`src/rtl/svm_pkg.sv`:
```
// Shared widths, saturation limits and FSM encoding for the SVM alpha accumulator.
package svm_pkg;

    localparam int ALPHA_WIDTH  = 12;
    localparam int KERNEL_WIDTH = 16;
    localparam int ACC_WIDTH    = 40;
    localparam int PROD_WIDTH   = ALPHA_WIDTH + KERNEL_WIDTH;

    localparam logic signed [ACC_WIDTH-1:0] ACC_MAX = {1'b0, {(ACC_WIDTH-1){1'b1}}};
    localparam logic signed [ACC_WIDTH-1:0] ACC_MIN = {1'b1, {(ACC_WIDTH-1){1'b0}}};

    typedef enum logic [1:0] {
        IDLE  = 2'd0,
        ACCUM = 2'd1,
        FINAL = 2'd2,
        DONE  = 2'd3
    } svm_state_e;

    function automatic int max_int(input int a, input int b);
        return (a > b) ? a : b;
    endfunction

endpackage

```
`src/rtl/svm_signal_delay.sv`:
```
// N-stage, W-bit shift register with synchronous reset; N=0 is a plain wire.
module svm_signal_delay #(
    parameter int N = 2,
    parameter int W = 1
) (
    input  logic         clock,
    input  logic         reset,
    input  logic [W-1:0] d,
    output logic [W-1:0] q
);

    generate
        if (N == 0) begin : g_wire
            assign q = d;
        end else begin : g_pipe
            logic [W-1:0] stages [N];

            always_ff @(posedge clock) begin
                if (reset) begin
                    for (int i = 0; i < N; i++) stages[i] <= '0;
                end else begin
                    stages[0] <= d;
                    for (int i = 1; i < N; i++) stages[i] <= stages[i-1];
                end
            end

            assign q = stages[N-1];
        end
    endgenerate

endmodule

```
`src/rtl/svm_alpha_accumulator.sv`:
```
// Multiply-accumulates alpha*kernel over all support vectors, emitting group partial sums and a biased decision.
// Optional build macro ACC_SATURATE_EN: saturating accumulation plus a sticky accOverflow output.
module svm_alpha_accumulator
    import svm_pkg::*;
#(
    parameter int alphaWidth    = ALPHA_WIDTH,
    parameter int kernelWidth   = KERNEL_WIDTH,
    parameter int accWidth      = ACC_WIDTH,
    parameter int alphaMemDepth = 100,
    parameter int alignDelay    = 2,
    parameter logic signed [accWidth-1:0] bias = '0
) (
    input  logic                          clock,
    input  logic                          reset,
    input  logic                          enable,
    input  logic                          processedScalars,
    input  logic                          lastScalar,
    input  logic signed [alphaWidth-1:0]  alpha,
    input  logic signed [kernelWidth-1:0] kernelValue,
    output logic signed [accWidth-1:0]    partialSum,
    output logic                          partialValid,
    output logic signed [accWidth-1:0]    score,
    output logic                          decision,
    output logic                          decisionValid,
    output logic                          busy
`ifdef ACC_SATURATE_EN
    ,
    output logic                          accOverflow
`endif
);

    localparam int prod_w        = alphaWidth + kernelWidth;
    localparam int sum_w         = max_int(accWidth, prod_w) + 1;
    localparam int min_acc_width = prod_w + $clog2(alphaMemDepth);
`ifdef ACC_SATURATE_EN
    localparam bit sat_en = 1'b1;
`else
    localparam bit sat_en = 1'b0;
`endif

    // A wrapping accumulator must hold the worst-case sum; saturation tolerates a narrower one.
    generate
        if (!sat_en && accWidth < min_acc_width) begin : g_width_check
            $error("accWidth too narrow for alphaMemDepth products");
        end
    endgenerate

    logic en_d, ps_d, ls_d, ls_prev;
    logic en_q, ps_q, lr_q;
    logic signed [prod_w-1:0]   prod_c, prod_q;
    logic signed [sum_w-1:0]    wide_sum;
    logic signed [accWidth-1:0] acc, sum_c, score_c;
    svm_state_e state_q, state_n;

    svm_signal_delay #(.N(alignDelay), .W(3)) u_align (
        .clock (clock),
        .reset (reset),
        .d     ({enable, processedScalars, lastScalar}),
        .q     ({en_d, ps_d, ls_d})
    );

    assign prod_c = prod_w'(alpha) * prod_w'(kernelValue);

    // ls_prev only follows qualified cycles so a rise during an enable gap is still seen.
    always_ff @(posedge clock) begin
        if (reset) begin
            ls_prev <= 1'b0;
            en_q    <= 1'b0;
            ps_q    <= 1'b0;
            lr_q    <= 1'b0;
            prod_q  <= '0;
        end else begin
            if (en_d) ls_prev <= ls_d;
            en_q   <= en_d;
            ps_q   <= en_d & ps_d;
            lr_q   <= en_d & ls_d & ~ls_prev;
            prod_q <= prod_c;
        end
    end

    assign wide_sum = sum_w'(acc) + sum_w'(prod_q);

`ifdef ACC_SATURATE_EN
    localparam logic signed [accWidth-1:0] acc_max = {1'b0, {(accWidth-1){1'b1}}};
    localparam logic signed [accWidth-1:0] acc_min = {1'b1, {(accWidth-1){1'b0}}};
    logic ovf_c;

    always_comb begin
        sum_c = accWidth'(wide_sum);
        ovf_c = 1'b0;
        if (wide_sum > sum_w'(acc_max)) begin
            sum_c = acc_max;
            ovf_c = 1'b1;
        end else if (wide_sum < sum_w'(acc_min)) begin
            sum_c = acc_min;
            ovf_c = 1'b1;
        end
    end
`else
    assign sum_c = accWidth'(wide_sum);
`endif

    assign score_c = sum_c + bias;

    always_ff @(posedge clock) begin
        if (reset) state_q <= IDLE;
        else       state_q <= state_n;
    end

    always_comb begin
        state_n = state_q;
        case (state_q)
            IDLE:    if (en_d) state_n = ACCUM;
            ACCUM:   if (en_q && lr_q) state_n = FINAL;
            FINAL:   state_n = DONE;
            DONE:    state_n = DONE;
            default: state_n = IDLE;
        endcase
    end

    always_comb begin
        busy          = (state_q == ACCUM) || (state_q == FINAL) || (state_q == IDLE && en_d);
        decisionValid = (state_q == FINAL);
    end

    // partialSum excludes bias; score/decision are captured as FINAL is entered.
    always_ff @(posedge clock) begin
        if (reset) begin
            acc          <= '0;
            partialSum   <= '0;
            partialValid <= 1'b0;
            score        <= '0;
            decision     <= 1'b0;
`ifdef ACC_SATURATE_EN
            accOverflow  <= 1'b0;
`endif
        end else begin
            partialValid <= 1'b0;
            if (state_q == ACCUM && en_q) begin
                acc <= sum_c;
`ifdef ACC_SATURATE_EN
                if (ovf_c) accOverflow <= 1'b1;
`endif
                if (ps_q) begin
                    partialSum   <= sum_c;
                    partialValid <= 1'b1;
                end
                if (lr_q) begin
                    score    <= score_c;
                    decision <= ~score_c[accWidth-1];
                end
            end
        end
    end

endmodule
```
`config.mk`:
```
export PLATFORM = sky130hd
export DESIGN_NAME = svm_alpha_accumulator
export DESIGN_NICKNAME = d
export VERILOG_FILES = /design/src/rtl/svm_pkg.sv /design/src/rtl/svm_signal_delay.sv /design/src/rtl/svm_alpha_accumulator.sv
export SDC_FILE = /design/constraint.sdc
export NUM_CORES = 1
export LEC_CHECK = 0
export CORE_AREA = 8 8 160 162
export DETAILED_ROUTE_END_ITERATION = 8
export DIE_AREA = 0 0 168 170
export PLACE_DENSITY = 0.93
export SYNTH_ARGS = -nofsm -noshare
export SYNTH_HDL_FRONTEND = slang
export SYNTH_HIERARCHICAL = 1
export SYNTH_SLANG_ARGS = --single-unit
```
`constraint.sdc`:
```
create_clock -name clock -period 10.6 [get_ports clock]
set_input_delay 2.12 -clock clock [delete_from_list [all_inputs] [get_ports clock]]
set_output_delay 2.12 -clock clock [all_outputs]
set_load 0.005 [all_outputs]
```
==> results of run 1 <==
cell usage after synthesis (5+ instances only):
library cell / count
sky130_fd_sc_hd__a21oi_1: 121
sky130_fd_sc_hd__o21bai_1: 5
sky130_fd_sc_hd__xor2_1: 17
sky130_fd_sc_hd__inv_1: 249
sky130_fd_sc_hd__o31ai_1: 5
sky130_fd_sc_hd__a21boi_0: 6
sky130_fd_sc_hd__o21a_1: 5
sky130_fd_sc_hd__fa_1: 179
sky130_fd_sc_hd__buf_1: 7
sky130_fd_sc_hd__ha_1: 101
sky130_fd_sc_hd__xnor2_1: 32
sky130_fd_sc_hd__nor2b_1: 24
sky130_fd_sc_hd__nand2b_1: 18
sky130_fd_sc_hd__nand4_1: 9
sky130_fd_sc_hd__clkbuf_1: 78
sky130_fd_sc_hd__nand2_1: 281
sky130_fd_sc_hd__or3_1: 9
sky130_fd_sc_hd__o21ai_0: 52
sky130_fd_sc_hd__and3_1: 10
sky130_fd_sc_hd__or2_2: 5
sky130_fd_sc_hd__nor3_1: 26
sky130_fd_sc_hd__dfxtp_1: 162
sky130_fd_sc_hd__mux2i_1: 9
sky130_fd_sc_hd__o211ai_1: 7
sky130_fd_sc_hd__a21o_1: 33
sky130_fd_sc_hd__nor2_1: 84
sky130_fd_sc_hd__o21ai_1: 12
sky130_fd_sc_hd__and2_1: 68
sky130_fd_sc_hd__nand3_1: 59
sky130_fd_sc_hd__a31oi_1: 10
sky130_fd_sc_hd__a211oi_1: 21
worst max-delay path by stage:
stage	slack, ns	start	depth (start not counted)	end
after floorplan	3.47	alpha[0]	19	prod_q[27]$_SDFF_PP0_
after global placement	2.49	alpha[0]	19	prod_q[27]$_SDFF_PP0_
after detailed placement	2.31	alpha[0]	19	prod_q[27]$_SDFF_PP0_
after CTS	2.77	alpha[0]	19	prod_q[27]$_SDFF_PP0_
after global routing	2.38	alpha[0]	19	prod_q[27]$_SDFF_PP0_
final	2.70	alpha[0]	19	prod_q[27]$_SDFF_PP0_
area by class of cell:
cell class / count / area [sq um]
Clock inverter: 15 / 192.7
Multi-Input combinational cell: 1269 / 10250
Timing Repair Buffer: 123 / 1211
Inverter: 249 / 934.6
Clock buffer: 17 / 425.4
Fill cell: 1612 / 6432
Tap cell: 290 / 362.8
Sequential cell: 162 / 3243
per-stage QoR:
| step | cell area [sq um] | instances | power (uW) | hold slack, ns | util |
|---|---|---|---|---|---|
| detailed placement | 16000 | 2093 | 3625 | 0.4161 | 0.6941 |
| finish | 16620 | 2125 | 4322 | 0.4339 | 0.7210 |
| floorplan | 14770 | 1768 | 2942 | 0.4138 | - |
| global placement | 16000 | 2093 | 3455 | 0.4113 | 0.6941 |
| CTS | 16620 | 2125 | 4280 | 0.4285 | 0.7210 |
| global route | 16620 | 2125 | 4702 | 0.4364 | 0.7210 |
where the power goes:
| group | total, uW | leakage, uW | internal (uW) | switching, uW |
|---|---|---|---|---|
| Combinational | 2980 | 0.00585 | 1240 | 1740 |
| Sequential | 715 | 0.00131 | 676 | 39.2 |
| Clock | 629 | 0.000298 | 339 | 290 |
logic make-up after synthesis:
group	count (synthesis)
buffers and inverters	337
multiplexers	10
adder cells (fa/ha/maj)	280
XOR/XNOR	49
AO/OA/AOI/OAI	318
AND/OR/NAND/NOR	612
flip-flops	162
state kept, by name (all words and copies together) (netlist names):
register / flops
partialValid: 1
decision: 1
partialSum: 40
en_q: 1
lr_q: 1
ps_q: 1
acc: 40
u_align/g_pipe.stages: 6
score: 40
ls_prev: 1
state_q: 2
prod_q: 28
cells in the final DEF (no fill, tap or decap), types with 5 or more instances in the layout:
cell type and count:
sky130_fd_sc_hd__or3_1 9, sky130_fd_sc_hd__nor2b_1 24, sky130_fd_sc_hd__o31ai_1 5, sky130_fd_sc_hd__nand3_1 59
sky130_fd_sc_hd__xnor2_1 32, sky130_fd_sc_hd__nand4_1 9, sky130_fd_sc_hd__and2_1 68, sky130_fd_sc_hd__mux2i_1 9
sky130_fd_sc_hd__xor2_1 17, sky130_fd_sc_hd__nor2_1 84, sky130_fd_sc_hd__o21a_1 5, sky130_fd_sc_hd__clkinv_8 5
sky130_fd_sc_hd__fa_1 179, sky130_fd_sc_hd__a31oi_1 10, sky130_fd_sc_hd__clkdlybuf4s50_1 115, sky130_fd_sc_hd__inv_1 249
sky130_fd_sc_hd__o21ai_1 12, sky130_fd_sc_hd__buf_4 8, sky130_fd_sc_hd__nand2_1 280, sky130_fd_sc_hd__a211oi_1 21
sky130_fd_sc_hd__a21boi_0 6, sky130_fd_sc_hd__dfxtp_1 162, sky130_fd_sc_hd__a21oi_1 121, sky130_fd_sc_hd__or2_2 5
sky130_fd_sc_hd__nand2b_1 18, sky130_fd_sc_hd__o21bai_1 5, sky130_fd_sc_hd__ha_1 101, sky130_fd_sc_hd__clkbuf_16 17
sky130_fd_sc_hd__nor3_1 26, sky130_fd_sc_hd__and3_1 10, sky130_fd_sc_hd__o21ai_0 52, sky130_fd_sc_hd__a21o_1 33
sky130_fd_sc_hd__o211ai_1 7
layer usage:
layer  global-route usage  up-vias  share of wire
li1                     -     5823              -
met1               0.3087     6097           0.37
met2               0.4899      665           0.50
met3              0.05329      145          0.077
met4               0.1444        0          0.052
met5                    0        -              0
worst register-to-register path, cell delays in order, from the launching register on:
cell and delay (ns):
sky130_fd_sc_hd__dfxtp_1 0.84, sky130_fd_sc_hd__ha_1 0.42, sky130_fd_sc_hd__a21o_1 0.19, sky130_fd_sc_hd__a21o_1 0.17, sky130_fd_sc_hd__a21oi_1 0.30, sky130_fd_sc_hd__mux2i_1 0.22, sky130_fd_sc_hd__o31ai_1 0.10, sky130_fd_sc_hd__a31oi_1 0.43
sky130_fd_sc_hd__and3_1 0.29, sky130_fd_sc_hd__o311ai_1 0.12
==> out/qor.tcl, run 1 <==
set qor(status) {finished clean}
set qor(yosysWarningCount) 6
set qor(synth_simple_gate_area_frac) 0.1929
set qor(final_setup_violations) 0
set qor(post-route-worst-setup-slack_ns) 2.704
set qor(fin_crit_ns) 7.896
set qor(fraction_of_the_mapped_netlist_area_in_compound_gates) 0.1368
set qor(post-synth-top-area-cell) {sky130_fd_sc_hd__fa_1}
set qor(detailedRoute.firstIterationViolations) 1299
set qor(design.final.nets) 2135
set qor(globalRouteTotalUtil) 0.2747
set qor(detail-route-antenna-nets) 0
set qor(place_hpwl_mm) 30.60
set qor(grt_antenna_before_repair) 0
set qor(cts_resized) 0
set qor(critical_path.cell_chain) {clkdlybuf4s50_1 > nand2_1 > inv_1 > fa_1 > ha_1 > fa_1 > fa_1 > inv_1 > fa_1 > inv_1 > ha_1 > a21o_1 > a21o_1 > a31oi_1 > o21ai_0 > o2111a_1 > o41a_1 > nor3_1 > nor3b_1}
set qor(cts_sinks) 162
set qor(r2r_cells) 9
set qor(pre_cts_slack_ns) 2.309
set qor(pin_count) 117
set qor(cpMostUsedCell) {sky130_fd_sc_hd__fa_1}
set qor(clk_path_buf_depth) 2
set qor(cts_max_level) 4
set qor(later_pin_clock_latency_in_the_skew_report_ns) 0.43
set qor(drtPass1Iterations) 6
set qor(drive_above_1_share) 0.03488
set qor(post_synth_xor_area_fraction) 0.02906
set qor(critical_path_fanout_max) 16
set qor(postSynth.topFlopCell) {sky130_fd_sc_hd__dfxtp_1}
set qor(grt_start_max_net_pins) 75
set qor(vias_per_cell) 5.991
set qor(tritoncts) {yes}
set qor(r2r-end) {decision$_SDFFE_PP0P_}
set qor(worst_pin_slew_ns) 1.046
set qor(cts-root-buf) {sky130_fd_sc_hd__clkbuf_16}
set qor(synth_top_family_by_area) {adder cells}
set qor(max_slew_margin) 0.3004
set qor(rows) 56
set qor(via_count_of_the_first_global_routing_pass) 13010
set qor(timing.critical_path.required_ns) 10.89
set qor(max-cap-violations) 0
set qor(post_cts_hold_buffer_count) 0
set qor(routed_wirelength_mm) 39.50
set qor(die_footprint_sq_mm) 0.02856
set qor(final-hold-violation-count) 0
set qor(die_h_um) 170
set qor(remaining_drc_errors) 0
set qor(synthAdderAreaFrac) 0.3282
set qor(seq_area_frac_synth) 0.2196
set qor(synth_cells) 1768
set qor(share_of_the_cycle_needed_by_the_critical_path_after_routing) 0.7449
set qor(starting_density_of_the_core) 0.6406
set qor(grt_pass1_wl_mm) 63.54
set qor(cpLargestDelayFamily) {adder cells}
set qor(max-vdd-ir-drop_v) 0.0002248
set qor(timing.setup.critical_path_class) {in -> reg}
set qor(dominant_cells_by_area_after_synthesis) {sky130_fd_sc_hd__fa_1 24%, sky130_fd_sc_hd__dfxtp_1 22%, sky130_fd_sc_hd__ha_1 8.6%}
set qor(maxSlewViolCount) 0
set qor(timing.rr.start) {prod_q[27]$_SDFF_PP0_}
set qor(numCtsBuffers) 17
set qor(post_cts_setup_bufs) 0
set qor(clk_slew_on_worst_s_h_paths_ns) 0.07
set qor(max_freq_mhz) 126.6
set qor(hold_crit_endpoint) {ps_q$_SDFF_PP0_}
set qor(fin_tns_setup_ns) 0
set qor(rsz0062_at_grt) {no}
set qor(whs_path_depth) 1
set qor(chipWidth_um) 168
set qor(critPathBufInv) 4
set qor(synth.distinct_cells) 66
set qor(power_per_cell_area_mw_per_mm2) 260.0
set qor(finClkSkew_ns) 0.01304
set qor(critical_path.startpoint_type) {input pin}
set qor(timing.critical_path.to_type) {register}
set qor(synth-edff-count) 0
set qor(async_flop_share) 0
set qor(worst_ep_arrival_time_ns) 8.19
set qor(areaGrowthSynthToFinish_pct) 12.55
set qor(min-delay-path-class) {reg -> reg}
set qor(synthDominantCellAreaShare) 0.2427
set qor(hold_path_origin) {u_align/g_pipe.stages[0][4]$_SDFF_PP0_}
set qor(r2r_setup_slack_ns) 7.34
set qor(postSynthRegisterBits) 162
set qor(gp_congestion) 0.9678
set qor(port_buffers) 116
set qor(route.vias.total) 12730
set qor(cp_slowest_stage_delay_ns) 0.90
set qor(avgRoutedWirePerCell_um) 18.59
set qor(avgSynthCellArea_sq_um) 8.352
set qor(synth_area_sq_mm) 0.01477
set qor(insertedDiodeCount) 0
set qor(core_region_area_sq_mm) 0.02305
set qor(critical_path.slowest_cell) {sky130_fd_sc_hd__clkdlybuf4s50_1}
set qor(synth_mux_area_frac) 0.006863
set qor(leakage_uw) 0.007457
set qor(synthesis.nets) 2081
set qor(global_route.overflow_total) 0
(Power assumes the default switching activity.)
==> run 2, diff against run 1 <==
CORE_AREA = 8 8 166 168   (was 8 8 160 162)
DIE_AREA = 0 0 174 176   (was 0 0 168 170)
PLACE_DENSITY = 0.87   (was 0.93)
clock period = 7.5 ns   (was 10.6 ns; I/O delays follow)
==> run 2 against run 1 <==
Effect of this change:
- sequential share of layout area decreased by 0.24 points
- first-iteration DRC count fell by 19%
- critical path depth up 1
- sequential power grew 41%
- worst setup slack worse by 2.1 ns
- power increased by 39%
- via count is 0.81% lower
- core utilization down 4.3 points
- largest cell class unchanged
- highest routed layer unchanged
==> out/qor.tcl, run 2 (same netlist as run 1, synthesis figures left out) <==
set qor(critical_path_fanout_max) 12
set qor(grt_start_max_net_pins) 77
set qor(crit_start) {kernelValue[13]}
set qor(worst_ep_arrival_time_ns) 7.17
set qor(final-hold-violation-count) 0
set qor(cts_resized) 0
set qor(r2r-end) {partialSum[34]$_SDFFE_PP0P_}
set qor(final_setup_violations) 0
set qor(worst_pin_slew_ns) 0.9593
set qor(rsz0062_at_grt) {no}
set qor(insertedDiodeCount) 0
set qor(power_per_cell_area_mw_per_mm2) 357.7
set qor(cts_max_level) 4
set qor(max_freq_mhz) 145.5
set qor(cpMostUsedCell) {sky130_fd_sc_hd__fa_1}
set qor(detailedRoute.firstIterationViolations) 1048
set qor(post-route-cell-area_sq_mm) 0.01682
set qor(timing.rr.start) {acc[0]$_SDFFE_PP0P_}
set qor(timing.critical_path.to_type) {register}
set qor(core_region_area_sq_mm) 0.02482
set qor(status) {finished clean}
set qor(design.final.nets) 2157
set qor(cts-root-buf) {sky130_fd_sc_hd__clkbuf_16}
set qor(pin_count) 117
set qor(place_hpwl_mm) 30.78
set qor(r2r_setup_slack_ns) 4.24
set qor(clk_slew_on_worst_s_h_paths_ns) 0.07
set qor(max-vdd-ir-drop_v) 0.0003218
set qor(leakage_uw) 0.007557
set qor(detail-route-antenna-nets) 0
set qor(routed_wirelength_mm) 38.76
set qor(layout.cells.most_common_list) {280 x sky130_fd_sc_hd__nand2_1, 249 x sky130_fd_sc_hd__inv_1, 179 x sky130_fd_sc_hd__fa_1}
set qor(numCtsBuffers) 17
set qor(maxSlewViolCount) 0
set qor(route.met2.wl_mm) 20.22
set qor(port_buffers) 116
set qor(cpLargestDelayFamily) {adder cells}
set qor(route.vias.total) 12630
set qor(remaining_drc_errors) 0
set qor(post_cts_setup_bufs) 0
set qor(via_count_of_the_first_global_routing_pass) 13250
set qor(die_h_um) 176
set qor(max-cap-violations) 0
set qor(drive_above_1_share) 0.04631
set qor(timing.setup.critical_path_class) {in -> reg}
set qor(finClkSkew_ns) 0.01417
set qor(critical_path.slowest_cell) {sky130_fd_sc_hd__clkdlybuf4s50_1}
set qor(post_cts_hold_buffer_count) 0
set qor(met1Wirelength_mm) 14.89
set qor(min-delay-path-class) {reg -> reg}
set qor(reg_top3) {acc x40, partialSum x40, score x40}
set qor(r2r_cells) 11
set qor(cp-endpoint) {prod_q[27]$_SDFF_PP0_}
set qor(clk_path_buf_depth) 2
set qor(timing.critical_path.depth) 20
set qor(routed-wl-met3_mm) 2.147
set qor(detailed_place.area_sq_mm) 0.01622
set qor(avgRoutedWirePerCell_um) 17.72
set qor(later_pin_clock_latency_in_the_skew_report_ns) 0.44
set qor(max_slew_margin) 0.3605
set qor(vias_per_cell) 5.774
set qor(starting_density_of_the_core) 0.5950
set qor(areaGrowthSynthToFinish_pct) 13.93
set qor(globalRouteTotalUtil) 0.2543
set qor(chipWidth_um) 174
set qor(drtPass1Iterations) 6
set qor(die_footprint_sq_mm) 0.03062
set qor(global_route.overflow_total) 0
set qor(top_layer) {met4}
set qor(grt_pass1_wl_mm) 64.23
set qor(whs_path_depth) 1
set qor(share_of_the_cycle_needed_by_the_critical_path_after_routing) 0.9167
set qor(critical_path.cell_chain) {clkdlybuf4s50_1 > and2_1 > fa_1 > inv_1 > fa_1 > inv_1 > fa_1 > fa_1 > inv_1 > fa_1 > inv_1 > ha_1 > a21o_1 > a21o_1 > a31oi_1 > o21ai_0 > o2111a_1 > o41a_1 > nor3_1 > nor3b_1}
set qor(layout_commonest_cell) {sky130_fd_sc_hd__nand2_1}
set qor(cts_sinks) 162
set qor(tritoncts) {yes}
set qor(rows) 58
set qor(critical_path.startpoint_type) {input pin}
set qor(fin_tns_setup_ns) 0
set qor(gp_congestion) 0.9771
set qor(critPathBufInv) 5
set qor(grt_antenna_before_repair) 0
set qor(fin_crit_ns) 6.875
set qor(timing.critical_path.required_ns) 7.79
set qor(cp_slowest_stage_delay_ns) 0.64
## run 2: cell types whose count changed in the layout (fill, tap and decap cells not counted), sizes merged
cell / delta
inv: +2
clkinv: -1
bufinv: -1
buf: +22
## run 2: cell type report
class | count | area [sq um]
Inverter | 249 | 934.6
Tap cell | 330 | 412.9
Fill cell | 1961 | 7995
Clock inverter | 15 | 181.4
Timing Repair Buffer | 145 | 1376
Sequential cell | 162 | 3243
Multi-Input combinational cell | 1269 | 10250
Clock buffer | 17 | 425.4
## run 2: power breakdown
| group | total [uW] | leakage [uW] | internal, uW | switching, uW |
|---|---|---|---|---|
| registers | 1010 | 0.00131 | 955 | 54.8 |
| logic | 4140 | 0.00595 | 1740 | 2400 |
| clock network | 866 | 0.000293 | 451 | 416 |
## run 2: routing by layer
metal | vias to the layer above | GRT usage
met5 | - | 0
met4 | 0 | 0.1112
met3 | 112 | 0.04273
met2 | 481 | 0.4731
met1 | 6164 | 0.2823
li1 | 5870 | -
## run 2: through the flow
step,hold WS (ns),cells,util,worst slack [ns],total power [uW]
6_report,0.4367,2187,0.6779,0.6251,6017
5_1_grt,0.4478,2187,0.6779,0.3106,6619
4_1_cts,0.4402,2187,0.6779,0.6460,6009
3_5_place_dp,0.4175,2155,0.6534,0.1914,5085
3_3_place_gp,0.4127,2155,0.6534,0.3724,4959
2_1_floorplan,0.4138,1768,-,0.9874,4157
## run 2: how the worst min path moves through the flow
stage                                                start                                      to  slack, ns
global route        u_align/g_pipe.stages[0][1]$_SDFF_PP0_  u_align/g_pipe.stages[0][4]$_SDFF_PP0_       0.45
global placement    u_align/g_pipe.stages[0][4]$_SDFF_PP0_                         ps_q$_SDFF_PP0_       0.41
floorplan           u_align/g_pipe.stages[0][0]$_SDFF_PP0_  u_align/g_pipe.stages[0][3]$_SDFF_PP0_       0.41
CTS                 u_align/g_pipe.stages[0][4]$_SDFF_PP0_                         ps_q$_SDFF_PP0_       0.44
detailed placement  u_align/g_pipe.stages[0][4]$_SDFF_PP0_                         ps_q$_SDFF_PP0_       0.42
finish              u_align/g_pipe.stages[0][4]$_SDFF_PP0_                         ps_q$_SDFF_PP0_       0.44
